$ cat src/rtl/fetch_pkg.sv
// fetch_pkg: shared types and constants for the fetch stage.
//   state_t  - fetch FSM states
//   if_id_t  - contents of the IF/ID pipeline register
//   is_two_word() - first-word decode for two-word instructions
package fetch_pkg;

    localparam int INSTR_W = 16;
    localparam int ADDR_W  = 32;

    // Top two opcode bits set marks a two-word instruction.
    localparam logic [INSTR_W-1:0] TWO_WORD_MASK = 16'hC000;
    localparam logic [INSTR_W-1:0] TWO_WORD_VAL  = 16'hC000;

    typedef enum logic [2:0] {
        RESET  = 3'd0,
        VEC_HI = 3'd1,
        VEC_LO = 3'd2,
        FETCH  = 3'd3,
        IMM    = 3'd4
    } state_t;

    typedef struct packed {
        logic [INSTR_W-1:0] instr;
        logic [INSTR_W-1:0] imm;
        logic [ADDR_W-1:0]  pc;
        logic               valid;
    } if_id_t;

    function automatic logic is_two_word(input logic [INSTR_W-1:0] w);
        return (w & TWO_WORD_MASK) == TWO_WORD_VAL;
    endfunction

endpackage

$ cat src/rtl/fetch_unit_if_id_reg.sv
// if_id_reg: IF/ID pipeline register.
//   clk, rst - clock, synchronous active-high reset (clears everything)
//   clear    - drop valid only (bubble); payload fields are left as-is
//   load     - capture d and mark valid
//   neither  - hold
//   d / q    - register input / output
module if_id_reg
    import fetch_pkg::*;
(
    input  logic   clk,
    input  logic   rst,
    input  logic   load,
    input  logic   clear,
    input  if_id_t d,
    output if_id_t q
);

    always_ff @(posedge clk) begin
        if (rst) begin
            q <= '0;
        end else if (clear) begin
            q.valid <= 1'b0;
        end else if (load) begin
            q       <= d;
            q.valid <= 1'b1;
        end
    end

endmodule

$ cat src/rtl/fetch_unit.sv
// fetch_unit: fetch stage controller. Loads the PC from a two-half-word reset
// vector, fetches one- and two-word instructions from a combinational-read
// instruction memory and fills the IF/ID register for decode.
//   clk, rst            - clock, synchronous active-high reset
//   stall               - hold PC, state, hold regs and IF/ID
//   redirect/redirect_pc- load a new PC and inject a bubble
//   mem_*               - instruction memory port (read-only, write tied 0)
//   if_id_*             - IF/ID register outputs
module fetch_unit
    import fetch_pkg::*;
#(
    parameter logic [ADDR_W-1:0] RST_VEC_ADDR = 32'd0
) (
    input  logic               clk,
    input  logic               rst,
    input  logic               stall,
    input  logic               redirect,
    input  logic [ADDR_W-1:0]  redirect_pc,
    output logic [ADDR_W-1:0]  mem_addr,
    output logic               mem_read,
    output logic               mem_write,
    output logic               mem_cs,
    output logic [INSTR_W-1:0] mem_wdata,
    input  logic [INSTR_W-1:0] mem_rdata,
    output logic [INSTR_W-1:0] if_id_instr,
    output logic [INSTR_W-1:0] if_id_imm,
    output logic [ADDR_W-1:0]  if_id_pc,
    output logic               if_id_valid
);

    state_t             state, state_nxt;
    logic [ADDR_W-1:0]  pc;
    logic [INSTR_W-1:0] hold_instr;
    logic [ADDR_W-1:0]  hold_pc;

    logic   two_word;
    logic   run;          // fetch states, no redirect, no stall
    logic   ifid_load;
    logic   ifid_clear;
    if_id_t ifid_d;
    if_id_t ifid_q;

    assign two_word = is_two_word(mem_rdata);
    assign run      = ((state == FETCH) || (state == IMM)) && !redirect && !stall;

    // State register
    always_ff @(posedge clk) begin
        if (rst) state <= RESET;
        else     state <= state_nxt;
    end

    // Next state; redirect wins over stall in the fetch states
    always_comb begin
        state_nxt = state;
        case (state)
            RESET:  state_nxt = VEC_HI;
            VEC_HI: state_nxt = VEC_LO;
            VEC_LO: state_nxt = FETCH;
            FETCH: begin
                if (redirect)      state_nxt = FETCH;
                else if (stall)    state_nxt = FETCH;
                else if (two_word) state_nxt = IMM;
                else               state_nxt = FETCH;
            end
            IMM: begin
                if (redirect)   state_nxt = FETCH;
                else if (stall) state_nxt = IMM;
                else            state_nxt = FETCH;
            end
            default: state_nxt = RESET;
        endcase
    end

    // Outputs: memory port and IF/ID controls
    always_comb begin
        mem_cs     = (state != RESET);
        mem_read   = (state != RESET);
        mem_write  = 1'b0;
        mem_wdata  = '0;
        ifid_load  = 1'b0;
        ifid_clear = 1'b0;
        ifid_d     = '0;
        case (state)
            RESET:   mem_addr = '0;
            VEC_HI:  mem_addr = RST_VEC_ADDR;
            VEC_LO:  mem_addr = RST_VEC_ADDR + 32'd1;
            default: mem_addr = pc;
        endcase
        if ((state == FETCH) || (state == IMM)) begin
            if (redirect) begin
                ifid_clear = 1'b1;
            end else if (!stall) begin
                if (state == IMM) begin
                    ifid_load    = 1'b1;
                    ifid_d.instr = hold_instr;
                    ifid_d.imm   = mem_rdata;
                    ifid_d.pc    = hold_pc;
                end else if (two_word) begin
                    // first half of a two-word instruction: bubble this cycle
                    ifid_clear = 1'b1;
                end else begin
                    ifid_load    = 1'b1;
                    ifid_d.instr = mem_rdata;
                    ifid_d.pc    = pc;
                end
            end
        end
    end

    // PC and two-word hold registers
    always_ff @(posedge clk) begin
        if (rst) begin
            pc         <= '0;
            hold_instr <= '0;
            hold_pc    <= '0;
        end else begin
            case (state)
                VEC_HI: pc[31:16] <= mem_rdata;
                VEC_LO: pc[15:0]  <= mem_rdata;
                FETCH, IMM: begin
                    if (redirect) begin
                        pc <= redirect_pc;
                    end else if (run) begin
                        pc <= pc + 32'd1;   // wraps naturally at 2^32
                        if ((state == FETCH) && two_word) begin
                            hold_instr <= mem_rdata;
                            hold_pc    <= pc;
                        end
                    end
                end
                default: ;
            endcase
        end
    end

    if_id_reg u_if_id (
        .clk   (clk),
        .rst   (rst),
        .load  (ifid_load),
        .clear (ifid_clear),
        .d     (ifid_d),
        .q     (ifid_q)
    );

    assign if_id_instr = ifid_q.instr;
    assign if_id_imm   = ifid_q.imm;
    assign if_id_pc    = ifid_q.pc;
    assign if_id_valid = ifid_q.valid;

endmodule

$ cat config.mk
export PLATFORM = sky130hd
export DESIGN_NAME = fetch_unit
export DESIGN_NICKNAME = d
export VERILOG_FILES = /design/src/rtl/fetch_pkg.sv /design/src/rtl/fetch_unit_if_id_reg.sv /design/src/rtl/fetch_unit.sv
export SDC_FILE = /design/constraint.sdc
export NUM_CORES = 1
export LEC_CHECK = 0
export CAP_MARGIN = 15
export CORE_ASPECT_RATIO = 0.6
export CORE_UTILIZATION = 55
export DETAILED_ROUTE_END_ITERATION = 10
export DONT_BUFFER_PORTS = 1
export MAX_ROUTING_LAYER = met4
export PLACE_DENSITY = 0.8
export SLEW_MARGIN = 10
export SYNTH_ARGS = -nofsm -noshare
export SYNTH_HDL_FRONTEND = slang
export SYNTH_SLANG_ARGS = --single-unit
$ cat constraint.sdc
create_clock -name clk -period 2.3 [get_ports clk]
set_input_delay 0.345 -clock clk [delete_from_list [all_inputs] [get_ports clk]]
set_output_delay 0.345 -clock clk [all_outputs]
set_load 0.1 [all_outputs]
## Word level (Yosys, flattened, before mapping)

Index checks and enable logic that the tools add are counted.

- Eq/ne operators: 6
- Multiplexer cells: 29
- Add/subtract/negate cells: 1
- Bitwise operators: 2
- Reductions and logical operators: 17

Operators by type and width:

| kind | count |
|---|---|
| $mux W64 | 3 |
| $mux W32 | 4 |
| $pmux W16 S2 | 2 |
| $pmux W32 S2 | 1 |
| $mux W16 | 3 |
| $add A32 B1 Y32 const B | 1 |
| $mux W3 | 5 |
| $pmux W3 S5 | 1 |
| $mux W1 | 10 |
| $eq A3 B2 Y1 const B | 2 |
| $reduce_and A2 Y1 | 3 |
| $reduce_or A2 Y1 | 3 |
| $reduce_and A4 Y1 | 1 |
| $reduce_bool A2 Y1 | 2 |
| $eq A3 B1 Y1 const B | 1 |
| $eq A3 B3 Y1 const B | 1 |
| $logic_and A1 B1 Y1 | 3 |
| $logic_not A3 Y1 | 1 |
| $ne A3 B3 Y1 const B | 1 |
| $reduce_bool A3 Y1 | 1 |
| $eq A2 B2 Y1 const B | 1 |
| $logic_not A1 Y1 | 2 |
| $not A1 Y1 | 2 |
| $logic_or A1 B1 Y1 | 1 |

- Output and inout bits: 116
- Input port bits: 52
- Logic and storage cells: 64
- Register bits: 148

## Longest topological paths before layout

- Word-level depth: 8
- Depth in mapped cells: 9
- Gate-level depth less buffers: 6

## Hierarchy

A second synthesis with hierarchy kept.

- Cell total of the unflattened synthesis: 1134
- Area total of the unflattened synthesis: 8637.0 µm²

Modules (own cells, without submodules):

| module | instances | sequential area each (µm²) | area an instance (µm²) | cells an instance |
|---|---|---|---|---|
| fetch_unit | 1 | 1661.6 | 5576.6 | 839 |
| if_id_reg | 1 | 1301.2 | 3060.4 | 295 |

## Least setup slack after synthesis

OpenSTA, ideal clock, no wires.

- Kind: reg2out
- Start: register state[0]
- End: output mem_addr[10]
- Slack: -0.394 ns
- Path buffers: 3
- Arrival time: 2.349 ns
- Data required time: 1.955 ns
- Cell stages (with the launch flop): 6
- Cells stage by stage: dfxtp_1 -> buf_6 -> clkbuf_1 -> a21oi_1 -> clkbuf_1 -> nor2b_1

- Word-level cells in the longest chain between the ends: 3
- Elaborated cells on any way between the ends: 5
- Those cells by class: 2 x eq/ne; 1 x mux; 2 x reduce/logical

Ends and longest elaborated chain:

| item | RTL line | text |
|---|---|---|
| from (decl) | fetch_unit.sv:31 | `state_t state, state_nxt;` |
| from (signal assigned) | fetch_unit.sv:49 | `else state <= state_nxt;` |
| $eq A3 B1 Y1 or $logic_not A3 Y1 (tied branches) | fetch_unit.sv:83 | `case (state)` |
| $reduce_or A2 Y1 (no line) | - |  |
| $pmux W32 S2 * | fetch_unit.sv:83 |  |
| to (decl) | fetch_unit.sv:19 | `output logic [ADDR_W-1:0] mem_addr,` |

Mark *: on every way between the ends. The rest lies on a longest branch, timed or not.

## Worst setup path after layout

- Start: register state[1]
- End: output mem_addr[15]

Same word-level chain as after synthesis.

==> impl_results.rst <==
.. list-table::
   :header-rows: 1

   * - Metric
     - Value
   * - Termination of the worst setup path
     - mem_addr[15]
   * - Drc violations
     - 0
   * - Setup slack, reg-to-reg
     - 0.10 ns
   * - Commonest cells after routing, fill and taps aside
     - sky130_fd_sc_hd__nand2_1, sky130_fd_sc_hd__dfxtp_1, sky130_fd_sc_hd__buf_4
   * - Required time at the worst-slack endpoint
     - 1.96 ns
   * - # setup viols final
     - 0
   * - Count of warnings emitted by yosys
     - 0
   * - Maximum number of pins on one net before global-route repair
     - 81
   * - Overall routed net length
     - approximately 26000 um
   * - GRT Overall Usage
     - 38.5%
   * - Final weighted congestion of routability-driven global placement
     - 0.994
   * - Wire length of the first global-routing pass
     - roughly 40000 um
   * - Classification of the worst-slack hold path
     - in -> reg
   * - Largest area contributor in the synthesized netlist
     - sky130_fd_sc_hd__dfxtp_1
   * - CP Data Arrival Time
     - 1.92 ns
   * - Final non-filler cell total
     - 1241
   * - EDFF count, synth
     - 0
   * - Number of port buffers
     - 0
   * - Crit start category
     - register
   * - Final period demand of the worst path
     - 2.27 ns
   * - Count of H-tree levels built during CTS
     - 4
   * - Highest fanout seen on the critical path
     - 18
   * - Achievable Freq
     - 0.441 GHz
   * - Top cells by area, synth
     - sky130_fd_sc_hd__dfxtp_1, sky130_fd_sc_hd__nand2_1, sky130_fd_sc_hd__a311oi_1, sky130_fd_sc_hd__nor2_1, sky130_fd_sc_hd__nand3_1
   * - Share of synthesized flip-flops with an asynchronous set or reset
     - 0%
   * - Die boundary width
     - 151 um
   * - Power density cells
     - 717 nW/um^2
   * - Crit path capture type
     - output pin
   * - Number of clock sinks
     - 148
   * - Fin. max-slew vios
     - 0
   * - Die outline height
     - 91.7 um
   * - Effective utilization at floorplan
     - 56.8%
   * - Most frequently used flop master after synthesis
     - sky130_fd_sc_hd__dfxtp_1
   * - Post-route total power
     - roughly 6.7 mW
   * - Initial drt markers
     - 1041
   * - Area growth syn-to-layout
     - 27.3%
   * - Via count of the routed design
     - 7872
   * - Root Driver
     - sky130_fd_sc_hd__clkbuf_16
   * - End of the worst register-to-register path
     - u_if_id.q[64]$_SDFFE_PP0P_
   * - Worst-case vdd ir drop
     - 512 uV
   * - Final-stage net count
     - about 1.1k
   * - Leftover overflow at the end of global routing
     - 0
   * - CTS buffer count
     - 17
   * - Category of the critical setup timing path
     - reg -> out
   * - Gate count of the mapped netlist
     - 976
   * - Worst r2r src
     - state[2]$_SDFF_PP0_
   * - Std-Cell Rows
     - 32
   * - Reg clk slew, reported paths
     - 0.06 ns
   * - Tcrit/Tclk final
     - 98.5%
   * - Detailed-route vias per instance
     - 6.34
   * - First element of the critical path
     - state[1]$_SDFF_PP0_
   * - Share of cells above drive strength 1
     - about a fifth
   * - Post-DP HPWL
     - 16200 um
   * - Die outline area
     - around 14000 um^2
   * - Max Root-Sink Buffers
     - 2
   * - Routed wire length per instance
     - 20.8 um
   * - Number of global-route vias before repair
     - 7095
   * - Clock network latency to the later pin of the worst-skew pair
     - about 0.42 ns
   * - Worst slack, placed
     - 0.239 ns
   * - Area of the placeable core
     - 13000 um^2
   * - Worst relative slew slack
     - a little over a third
   * - Post-synthesis sequential element count
     - 148
   * - Setup repair after global routing missed its margin
     - no
   * - Count of cells along the worst register-to-register path
     - 6
   * - Number of distinct library cell variants in the gate-level netlist after synthesis
     - 62
   * - Clock tree from TritonCTS
     - yes
   * - Min setup slack post-route
     - 0.0336 ns
   * - Result of the run
     - completed
   * - Total leakage power
     - 3.31 nW
   * - Proportion of synthesized chip area in sequential cells
     - 40.2%
   * - Top-level port count
     - 168
   * - MaxCap Viol Count
     - 0
   * - # placed instances
     - between 1k and 1.5k
   * - Final hold violation count
     - 0
   * - Number of antenna violations at the first check in global routing
     - 0
   * - Post-route clock skew
     - between 0.01 and 0.015 ns
   * - Yosys top cell area share
     - between 40% and 50%
   * - Synth Cell Area
     - 7370 um^2
   * - Worst-margin pin slew
     - 0.958 ns
   * - Mean Syn Cell Area
     - 7.55 um^2
   * - Drt pass-1 iters
     - 5
   * - Number of post-CTS setup repair buffers
     - 0
   * - Leading cell type in the layout, fill and taps excluded
     - sky130_fd_sc_hd__nand2_1
   * - Post-DRT Antenna Nets
     - 0
-- routing by layer --
layer	up-vias	routed length (um)	track usage (%)
met5	-	0	-
met4	0	807	13.5
met3	96	3620	10.4
met2	562	11000	54.5
met1	3648	10400	52.5
li1	3566	-	-
-- area by class of cell --
type                            count  area, um^2
Tap cell                          170         213
Sequential cell                   148        2960
Inverter                           10        37.5
Clock inverter                     12         165
Antenna cell                        2        5.00
Fill cell                         999        3590
Clock buffer                       20         457
Timing Repair Buffer              158        1560
Multi-Input combinational cell    721        3990
-- cells in the mapped netlist, drive strengths merged (10+ instances only) --
master  instances
a311oi         53
nor2          116
xor2           12
buf            50
nand2b         10
dfxtp         148
clkbuf         63
o22ai          12
nand3          73
a22oi          16
nand2         183
a21oi          65
o21ai          18
nor2b          26
-- state kept, by name, summed over array words and instances, names as in the netlist --
signal      flops
hold_instr     16
state           3
u_if_id.q      65
pc             32
hold_pc        32
-- power breakdown --
group,switching (mW),internal [mW]
Combinational,0.734,0.297
Sequential,0.0853,2.63
Clock,1.19,1.79
-- worst max-delay path, stage by stage, from the launching register on --
cell and delay (ns):
sky130_fd_sc_hd__dfxtp_1 0.33, sky130_fd_sc_hd__buf_4 0.17, sky130_fd_sc_hd__buf_4 0.19, sky130_fd_sc_hd__a21oi_4 0.17, sky130_fd_sc_hd__buf_4 0.34, sky130_fd_sc_hd__nor2b_2 0.07, sky130_fd_sc_hd__buf_4 0.24
-- stage by stage --
step | area (um^2) | hold slack, ns | util [%] | setup TNS (ns)
final | 9390 | 0.0286 | 72.3 | 0
after global routing | 9380 | 0.00256 | 72.3 | 0
after CTS | 9350 | 0.00305 | 72.1 | 0
after detailed placement | 8670 | 0.427 | 66.8 | 0
after global placement | 8670 | 0.424 | 66.8 | 0
after floorplan | 7450 | 0.437 | - | -9.60
-- logic make-up (layout without fill, tap and decap cells) --
logic type	Yosys count	after routing	share of synthesized area (%)
AOI/OAI and AO/OA	227	227	21.6
xor gates and xnor gates	18	18	2.14
adders and majority gates	1	1	0.170
buffers and inverters	123	200	7.94
DFF	148	148	40.2
muxes	3	3	0.407
other	1	19	0.0509
and+or+nand+nor	455	455	27.5
-- how the worst min path moves through the flow --
stage,end,start,cells past startpoint
after floorplan,hold_instr[0]$_SDFFE_PP0P_,hold_instr[0]$_SDFFE_PP0P_,2
after global placement,hold_instr[2]$_SDFFE_PP0P_,rst,1
after detailed placement,hold_instr[2]$_SDFFE_PP0P_,rst,1
after CTS,state[1]$_SDFF_PP0_,rst,1
after global routing,u_if_id.q[31]$_SDFFE_PP0P_,rst,1
final,hold_instr[3]$_SDFFE_PP0P_,rst,1
-- repair_timing --
item | 4_1_cts | 5_1_grt
hold buffers | 5 | 1
gates resized for setup | 0 | 5
setup endpoints to repair | 0 | 5
endpoints found under the hold margin | 42 | 1
(Power assumes the default switching activity.)
